### config.mk
export PLATFORM = sky130hd
export DESIGN_NAME = pp_capture_ctrl
export DESIGN_NICKNAME = d
export VERILOG_FILES = /design/src/rtl/pp_capture_ctrl.sv
export SDC_FILE = /design/constraint.sdc
export NUM_CORES = 1
export LEC_CHECK = 0
export BUFFER_PORTS_ARGS = -buffer_cell sky130_fd_sc_hd__buf_2
export CAP_MARGIN = 10
export CORE_MARGIN = 8
export CORE_UTILIZATION = 51
export CTS_CLUSTER_DIAMETER = 50
export DETAILED_ROUTE_END_ITERATION = 12
export PLACE_DENSITY_LB_ADDON = 0.08
export SYNTH_ARGS = -nofsm -noshare
export SYNTH_HDL_FRONTEND = slang
export SYNTH_SLANG_ARGS = --single-unit
export TNS_END_PERCENT = 30
### constraint.sdc
create_clock -name wr_clk -period 3.2 [get_ports wr_clk]
set_input_delay 0.16 -clock wr_clk [delete_from_list [all_inputs] [get_ports wr_clk]]
set_output_delay 0.16 -clock wr_clk [all_outputs]
set_load 0.01 [all_outputs]
### src/rtl/pp_capture_ctrl.sv
// Write-domain acquisition sequencer for the packed ping-pong capture BRAM: packs A/B
// samples, runs pre/post-trigger capture and hands finished halves to the read domain.
module pp_capture_ctrl #(
  parameter int W       = 14,
  parameter int AW      = 10,
  parameter int AUTO_TO = 1000000
) (
  input  logic            wr_clk,
  input  logic            wr_rst_n,
  input  logic [W-1:0]    adc_a,
  input  logic [W-1:0]    adc_b,
  input  logic            arm,
  input  logic            stop,
  input  logic [1:0]      mode,
  input  logic            trig_src,
  input  logic            trig_edge,
  input  logic [W-1:0]    trig_level,
  input  logic            force_trig,
  input  logic [AW-1:0]   pre_len,
  input  logic            rd_ack_tgl,
  output logic            wr_en,
  output logic [AW:0]     wr_addr,
  output logic [2*W-1:0]  wr_data,
  output logic            frame_tgl,
  output logic [AW-1:0]   trig_off,
  output logic            owned,
  output logic            busy
);

  localparam int            TW       = (AUTO_TO > 1) ? $clog2(AUTO_TO) : 1;
  localparam logic [TW-1:0] TMO_LAST = TW'(AUTO_TO - 1);
  localparam logic [TW-1:0] TMO_ONE  = TW'(1);
  localparam logic [AW-1:0] CNT_ONE  = AW'(1);
  localparam logic [AW-1:0] CNT_ZERO = AW'(0);

  typedef enum logic [2:0] {
    IDLE  = 3'd0,
    PRE   = 3'd1,
    ARMED = 3'd2,
    POST  = 3'd3,
    DONE  = 3'd4
  } state_t;

  state_t               state_r;
  logic signed [W-1:0]  cur_a_r, cur_b_r, prev_a_r, prev_b_r;
  logic signed [W-1:0]  x_cur_s, x_prev_s, level_s;
  logic [AW-1:0]        offset_r, cnt_r, post_q_r, trig_q_r;
  logic [TW-1:0]        tmo_r;
  logic                 half_idx_r;
  logic                 ack_s1_r, ack_s2_r, ack_s3_r;
  logic                 ack_edge_s, edge_hit_s, fire_s, publish_s, launch_s, single_s;

  // Samples left after the pre-trigger part: N-1-pre.
  function automatic logic [AW-1:0] post_len(input logic [AW-1:0] pre);
    return {AW{1'b1}} - pre;
  endfunction

  assign level_s    = trig_level;
  assign wr_data    = {cur_a_r, cur_b_r};
  assign wr_addr    = {half_idx_r, offset_r};
  assign ack_edge_s = ack_s2_r ^ ack_s3_r;
  assign single_s   = (mode == 2'b00);
  assign fire_s     = edge_hit_s || force_trig || ((mode == 2'b10) && (tmo_r == TMO_LAST));
  // A pending ack edge defers the publish by one cycle so owned never sees set and clear together.
  assign publish_s  = (state_r == DONE) && !owned && !ack_edge_s;
  assign launch_s   = !stop && (((state_r == IDLE) && arm) || (publish_s && !single_s));

  // Sample pipeline: current and previous A/B samples, running in every state.
  always_ff @(posedge wr_clk or negedge wr_rst_n) begin
    if (!wr_rst_n) begin
      cur_a_r  <= '0;
      cur_b_r  <= '0;
      prev_a_r <= '0;
      prev_b_r <= '0;
    end else begin
      cur_a_r  <= adc_a;
      cur_b_r  <= adc_b;
      prev_a_r <= cur_a_r;
      prev_b_r <= cur_b_r;
    end
  end

  // Read-domain acknowledge toggle synchronizer plus edge-detect delay flop.
  always_ff @(posedge wr_clk or negedge wr_rst_n) begin
    if (!wr_rst_n) begin
      ack_s1_r <= 1'b0;
      ack_s2_r <= 1'b0;
      ack_s3_r <= 1'b0;
    end else begin
      ack_s1_r <= rd_ack_tgl;
      ack_s2_r <= ack_s1_r;
      ack_s3_r <= ack_s2_r;
    end
  end

  // Level-crossing detector on the selected channel, signed compare.
  always_comb begin
    x_cur_s    = cur_a_r;
    x_prev_s   = prev_a_r;
    edge_hit_s = 1'b0;
    if (trig_src) begin
      x_cur_s  = cur_b_r;
      x_prev_s = prev_b_r;
    end else begin
      x_cur_s  = cur_a_r;
      x_prev_s = prev_a_r;
    end
    if (trig_edge) begin
      edge_hit_s = (x_prev_s > level_s) && (x_cur_s <= level_s);
    end else begin
      edge_hit_s = (x_prev_s < level_s) && (x_cur_s >= level_s);
    end
  end

  // Acquisition state machine with registered write strobe and publish handshake.
  always_ff @(posedge wr_clk or negedge wr_rst_n) begin
    if (!wr_rst_n) begin
      state_r    <= IDLE;
      wr_en      <= 1'b0;
      busy       <= 1'b0;
      offset_r   <= '0;
      cnt_r      <= '0;
      post_q_r   <= '0;
      trig_q_r   <= '0;
      tmo_r      <= '0;
      half_idx_r <= 1'b0;
      frame_tgl  <= 1'b0;
      trig_off   <= '0;
      owned      <= 1'b0;
    end else begin
      if (ack_edge_s) begin
        owned <= 1'b0;
      end
      if (stop) begin
        state_r <= IDLE;
        wr_en   <= 1'b0;
        busy    <= 1'b0;
        tmo_r   <= '0;
      end else begin
        case (state_r)
          IDLE: begin
            wr_en <= 1'b0;
            busy  <= 1'b0;
          end
          PRE: begin
            offset_r <= offset_r + CNT_ONE;
            cnt_r    <= cnt_r - CNT_ONE;
            if (cnt_r == CNT_ONE) begin
              state_r <= ARMED;
              tmo_r   <= '0;
            end
          end
          ARMED: begin
            offset_r <= offset_r + CNT_ONE;
            if (fire_s) begin
              trig_q_r <= offset_r;
              cnt_r    <= post_q_r;
              tmo_r    <= '0;
              if (post_q_r == CNT_ZERO) begin
                state_r <= DONE;
                wr_en   <= 1'b0;
              end else begin
                state_r <= POST;
              end
            end else if (tmo_r != TMO_LAST) begin
              tmo_r <= tmo_r + TMO_ONE;
            end
          end
          POST: begin
            offset_r <= offset_r + CNT_ONE;
            cnt_r    <= cnt_r - CNT_ONE;
            if (cnt_r == CNT_ONE) begin
              state_r <= DONE;
              wr_en   <= 1'b0;
            end
          end
          DONE: begin
            wr_en <= 1'b0;
            if (publish_s) begin
              frame_tgl  <= ~frame_tgl;
              owned      <= 1'b1;
              trig_off   <= trig_q_r;
              half_idx_r <= ~half_idx_r;
              if (single_s) begin
                state_r <= IDLE;
                busy    <= 1'b0;
              end
            end
          end
          default: begin
            state_r <= IDLE;
            wr_en   <= 1'b0;
            busy    <= 1'b0;
          end
        endcase
        // A new frame (from arm, or re-arm after publish) overrides the per-state updates.
        if (launch_s) begin
          post_q_r <= post_len(pre_len);
          cnt_r    <= pre_len;
          offset_r <= '0;
          tmo_r    <= '0;
          wr_en    <= 1'b1;
          busy     <= 1'b1;
          state_r  <= (pre_len == CNT_ZERO) ? ARMED : PRE;
        end
      end
    end
  end

endmodule

Yosys cells after proc, flatten, opt, wreduce, memory -nomap -nowiden

Index checks and enable logic that the tools add are counted.

Bitwise logic cells: 4
Multiply operators: 0
Muxes and demuxes: 39
Equal/unequal tests: 19
$lt $le $gt $ge: 4
Reduce and logical (&&, ||, !) cells: 33
Div/mod/pow operators: 0
Shifts and indexed selects: 0
$add $sub $neg: 4

Operators by type and width:

| cell                                                                   | number |
|---|---|
| 20-bit two-way mux                                                     | 5 |
| 10-bit two-way mux                                                     | 4 |
| 20-bit one-hot mux with 2 select lines                                 | 1 |
| 14-bit two-way mux                                                     | 2 |
| 3-bit two-way mux                                                      | 8 |
| 4-bit inequality test, second input constant                           | 6 |
| 20-bit by 1-bit adder with 20-bit output, second input constant        | 1 |
| 20-bit equality test, second input constant                            | 1 |
| 10-bit logical NOT                                                     | 2 |
| 20-bit inequality test, second input constant                          | 1 |
| 10-bit one-hot mux with 2 select lines                                 | 1 |
| 3-bit one-hot mux with 5 select lines                                  | 1 |
| 3-bit AND reduction                                                    | 5 |
| 14-bit greater-or-equal comparator                                     | 1 |
| 14-bit > comparator                                                    | 1 |
| 14-bit <= comparator                                                   | 1 |
| 14-bit < comparator                                                    | 1 |
| 1-bit two-way mux                                                      | 14 |
| 10-bit by 1-bit adder with 10-bit output, second input constant        | 1 |
| 10-bit by 1-bit equality test with 1-bit output, second input constant | 1 |
| 10-bit by 1-bit subtractor with 10-bit output, second input constant   | 1 |
| 10-bit subtractor, first input constant                                | 1 |
| 3-bit inequality test, second input constant                           | 3 |
| 1-bit logical AND                                                      | 8 |
| other kinds (23)                                                       | 32 |

Input port bits: 62
Output and inout bits: 53
Memory bits (writable): 0
Memories: 0
Latch bits: 0
Memory bits (read-only): 0
Bits in registers: 137

Longest topological paths before layout

Word-level depth: 10
Mapped depth: 14
Gate-level depth less buffers: 10

Worst setup path before layout

Ideal clock, no wire load.

Path type: input to register
Start: in trig_src
End: reg cnt_r[2]
Data arrival time: 3601 ps
Cell stages on the path: 12
Path slack: -525 ps
Required time: 3075 ps
Buffers on the path: 2
Cells stage by stage: clkbuf_1 clkbuf_1 mux2_2 ha_1 a21o_1 a2111oi_0 o21ai_1 o2bb2ai_1 nor4b_2 o31ai_1 a221oi_4 mux2_2

Word-level cells in the longest chain between the ends: 8
Elaborated cells on any way between the ends: 13
Classes of those cells: order compare (4); eq/ne (1); mux (3); reduce/logical (5)

Ends and longest elaborated chain:

| what                                              | RTL line | RTL |
|---|---|---|
| start: declaration                                | 15       | `input logic trig_src,` |
| 14-bit two-way mux                                | 101      | `if (trig_src) begin` |
| 14-bit < comparator, or another cell as far along | 111      | `edge_hit_s = (x_prev_s < level_s) && (x_cur_s >= level_s);` |
| 1-bit logical AND (on tied branches)              | 111, 109 |  |
| 1-bit two-way mux *                               | 108      | `if (trig_edge) begin` |
| 1-bit logical OR * (2 in a row)                   | 63       | `assign fire_s = edge_hit_s \|\| force_trig \|\| ((mode == 2'b10) && (tmo_r == TMO_LAST));` |
| 3-bit inequality test (no source line) *          | n/a      |  |
| 3-bit AND reduction (no source line) *            | n/a      |  |
| end signal: assignment                            | 147      | `cnt_r <= cnt_r - CNT_ONE;` |
| end signal: assignment                            | 157      | `cnt_r <= post_q_r;` |
| end signal: assignment                            | 171      | `cnt_r <= cnt_r - CNT_ONE;` |
| end: declaration                                  | 47       | `logic [AW-1:0] offset_r, cnt_r, post_q_r, trig_q_r;` |

Every way passes the cells marked *; elsewhere a longest branch is shown, timed or not.
A chain may end at the register's enable or synchronous reset.

Worst setup path after layout

Start: reg cur_a_r[4]
End: reg cnt_r[9]

Word-level cells in the longest chain between the ends: 8
Elaborated cells on any way between the ends: 10
Classes of those cells: order compare (2); eq/ne (1); mux (2); reduce/logical (5)

Ends and longest elaborated chain:

| what                                                                              | RTL line | RTL |
|---|---|---|
| start: declaration                                                                | 45       | `logic signed [W-1:0] cur_a_r, cur_b_r, prev_a_r, prev_b_r;` |
| start signal: assignment                                                          | 71       | `cur_a_r <= '0;` |
| start signal: assignment                                                          | 76       | `cur_a_r <= adc_a;` |
| 14-bit two-way mux *                                                              | 101      |  |
| 14-bit greater-or-equal comparator / 14-bit <= comparator (equally long branches) | 111, 109 |  |
| 1-bit logical AND (on tied branches)                                              | 111, 109 |  |
| 1-bit two-way mux *                                                               | 108      |  |
| 1-bit logical OR * (2 in a row)                                                   | 63       |  |
| 3-bit inequality test (no source line) *                                          | n/a      |  |
| 3-bit AND reduction (no source line) *                                            | n/a      |  |

Marked as above.

==> flow_summary.json <==
{
  "hold_path.class": "in -> reg",
  "p_int_w": 0.003639,
  "syn_area_per_cell_um2": 11.01,
  "multi_input_area_um2": 3030,
  "grt_usage_pct": 19.67,
  "worstMarginPinSlew_ns": 0.7964,
  "final_util_pct": 67.72,
  "cts_tree": "done",
  "slew_headroom_pct": 46.91,
  "vias_per_cell": 5.433,
  "cp_top_family": "compound AO/OA/AOI/OAI gates",
  "core_area_um2": 12520,
  "netlist_instances": 590,
  "powerDensity_nw_per_um2": 624.1,
  "worstPathMaxFanout": 9,
  "netlist_top_cells_area": "dfrtp_1, mux2_2, ha_1, a21oi_1, nand2_1",
  "setup_tns_ns": 0,
  "hold_end": "post_q_r[1]$_DFFE_PN0P_",
  "cpPeakStageDelay_ns": 0.40,
  "wl_per_cell_um": 16.34,
  "grt_start_max_net_pins": 89,
  "status": "completed",
  "syn-cell-area_um2": 6497,
  "leakage_nw": 4.016,
  "cts-root-buf": "clkbuf_16",
  "chipHeight_um": 128.9,
  "min_period_over_period_pct": 99.56,
  "clkTransAtPathRegs_ns": 0.06,
  "instances_no_fill": 945,
  "place_congestion": 0.8270,
  "synth-seq-area-share_pct": 52.76,
  "r2r_cells": 11,
  "netlist.top_cell.by_area": "dfrtp_1",
  "crit_slowest_cell": "dfrtp_1",
  "antenna_found_initial": 0,
  "rrSetupSlack_ns": 0.01,
  "fillers": 988,
  "min_from": "pre_len[1]",
  "rsz0062_at_grt": "true",
  "cts_buffers": 17,
  "final_nets": 854,
  "area_delta_synth_final_pct": 30.46,
  "rr_endpoint": "cnt_r[9]$_DFFE_PN0P_",
  "drt_wl_total_um": 15440,
  "drive_gt1_share_pct": 31.57,
  "synthArstFlopShare_pct": 100.0,
  "synth-edff-count": 0,
  "cts_max_path_buffers": 2,
  "gr-total-overflow": 0,
  "final_common_cell": "dfrtp_1",
  "finalMaxSlewViolations": 0,
  "power_frac_comb_pct": 25.7,
  "boundaryPins": 115,
  "synth_seq_cells": 137,
  "crit_type": "reg -> reg",
  "clk_latency_ns": 0.41,
  "clock.fmax_ghz": 0.3139,
  "worstPathRequired_ns": 3.50,
  "yosysUniqueCellTypes": 60,
  "ir_worst_vdd_uv": 529.6,
  "critPathBufInv": 1,
  "drt-initial-drc-count": 311,
  "synth_ff_type": "dfrtp_1",
  "fp.dieW_um": 128.9,
  "cp_cell_sequence": "mux2_2 -> ha_1 -> nand4_1 -> o21bai_1 -> a311oi_2 -> nor3_1 -> nor4b_4 -> o31ai_2 -> a221oi_4 -> buf_12 -> mux2_4",
  "grt_pass1_wl_um": 26080,
  "htree_levels": 4,
  "start_util_pct": 51.91,
  "maxCapViolations": 0,
  "fin_skew_ns": 0.006974,
  "grt_pass1_vias": 5412,
  "endpoint_kind": "flop",
  "vias": 5134,
  "min_period_ns": 3.186,
  "p_sw_w": 0.001651,
  "final_antenna_net_count": 0,
  "ff_latch_area_um2": 3428,
  "setup_viol": 0,
  "firstDrtPassIters": 5,
  "synth_top_area_share_pct": 52.76,
  "cp-start-kind": "flop",
  "numPortBuffers": 114,
  "clock-sinks": 137,
  "final-hold-violation-count": 0,
  "r2r-start": "cur_a_r[4]$_DFF_PN0_",
  "arrival_ns": 3.48,
  "dp_hpwl_um": 10980,
  "final_cell_mix": "dfrtp_1, buf_2, nand2_1",
  "n_antenna_cell": 0,
  "syn_nets": 684,
  "ys.warnings.count": 0,
  "min_delay_path_depth": 3,
  "rows": 41,
  "placedCellCount": 875,
  "post-route-drc-count": 0,
  "dieArea_um2": 16610,
  "clockPowerShare_pct": 33.6,
  "pwr-share-seq_pct": 40.7,
  "switching_share_pct": 31.20
}
[state kept, by name (all words and copies together) (netlist names), 3 cells and up]
name      cells
post_q_r     10
tmo_r        20
offset_r     10
prev_a_r     14
cur_a_r      14
trig_off     10
trig_q_r     10
prev_b_r     14
cur_b_r      14
state_r       3
cnt_r        10
[layout make-up]
class	count	share of cell area, %
inverter	20	0.8856
clock buffer	20	5.387
multi-input combinational	408	35.75
timing repair buffer	176	13.90
clock inverter	12	1.092
tap	172	2.539
sequential	137	40.44
[worst register-to-register path, delay by kind of cell (launching register included)]
family,cells,cell delay [ns]
muxes,2,0.58
and+or+nand+nor,3,0.60
AOI/OAI and AO/OA,4,1.01
adders and majority gates,1,0.30
buffers and inverters,1,0.18
DFF,1,0.40
[worst max path at each step]
stage | slack (ns) | endpoint | depth (start not counted) | startpoint
after global placement | -0.07 | cnt_r[7]$_DFFE_PN0P_ | 15 | trig_src
after global routing | -0.14 | cnt_r[9]$_DFFE_PN0P_ | 11 | prev_a_r[11]$_DFF_PN0_
final | 0.01 | cnt_r[9]$_DFFE_PN0P_ | 11 | cur_a_r[4]$_DFF_PN0_
after CTS | 0.01 | cnt_r[3]$_DFFE_PN0P_ | 11 | cur_b_r[5]$_DFF_PN0_
after floorplan | 0.0009 | cnt_r[4]$_DFFE_PN0P_ | 12 | trig_src
after detailed placement | -0.17 | cnt_r[5]$_DFFE_PN0P_ | 13 | trig_src
[power by group through the flow]
stage          logic [W]  clock network, W  registers, W
3_3_place_gp     0.00127                 0       0.00217
5_1_grt          0.00153           0.00190       0.00218
6_report         0.00136           0.00178       0.00215
3_5_place_dp     0.00131                 0       0.00218
4_1_cts          0.00136           0.00182       0.00215
2_1_floorplan   0.000947                 0       0.00215
[stage by stage]
step	hold WS [ns]	cell area, µm²	setup WS, ns	power (W)
floorplan	-0.1356	6661	0.0008851	0.003093
global placement	0.2686	7503	-0.06689	0.003440
detailed placement	0.2694	7503	-0.1667	0.003489
CTS	0.05098	8439	0.01204	0.005327
global route	0.07187	8477	-0.1439	0.005613
finish	0.06605	8477	0.01421	0.005290
[cell families (layout without fill, tap and decap cells)]
| kind of cell | count (synthesis) | count (layout) | share of synthesized area [%] |
|---|---|---|---|
| flops | 137 | 137 | 52.76 |
| simple gates | 171 | 171 | 13.48 |
| compound gates | 132 | 132 | 12.69 |
| xor+xnor | 13 | 13 | 1.752 |
| mux | 60 | 60 | 10.30 |
| buf+inv | 45 | 228 | 2.850 |
| fa+ha+maj | 32 | 32 | 6.162 |
[timing repair]
item                                    CTS  global route
setup buffers                             0             0
endpoints found under the setup margin    9            29
pin swaps                                 0             3
hold buffers                             38             0
gates resized for setup                   1             6
endpoints found under the hold margin   124             0
[per-layer routing]
layer | track usage, % | wire [µm] | up-vias
li1 | - | - | 2468
met1 | 23.49 | 6738 | 2500
met2 | 32.79 | 7485 | 138
met3 | 5.710 | 837 | 28
met4 | 7.809 | 380 | 0
met5 | 0 | 0 | -
[synth_stat cells, types with 3 or more instances]
master / instances
nor3_1: 8
a31oi_1: 13
o21a_1: 3
a22o_1: 4
a41oi_1: 4
o31ai_1: 4
nor4_1: 5
xor2_1: 9
nand2_1: 49
nor2_1: 37
ha_1: 32
a21o_1: 9
buf_2: 4
a21oi_1: 46
xnor2_1: 4
mux2_2: 54
mux2i_1: 5
o21ai_0: 31
or3_1: 7
clkbuf_1: 18
nand2b_1: 10
nand3b_1: 3
nand3_1: 15
nand4_1: 10
inv_1: 20
and3_1: 7
dfrtp_1: 137
No activity file was read; power rests on OpenSTA's default activity.
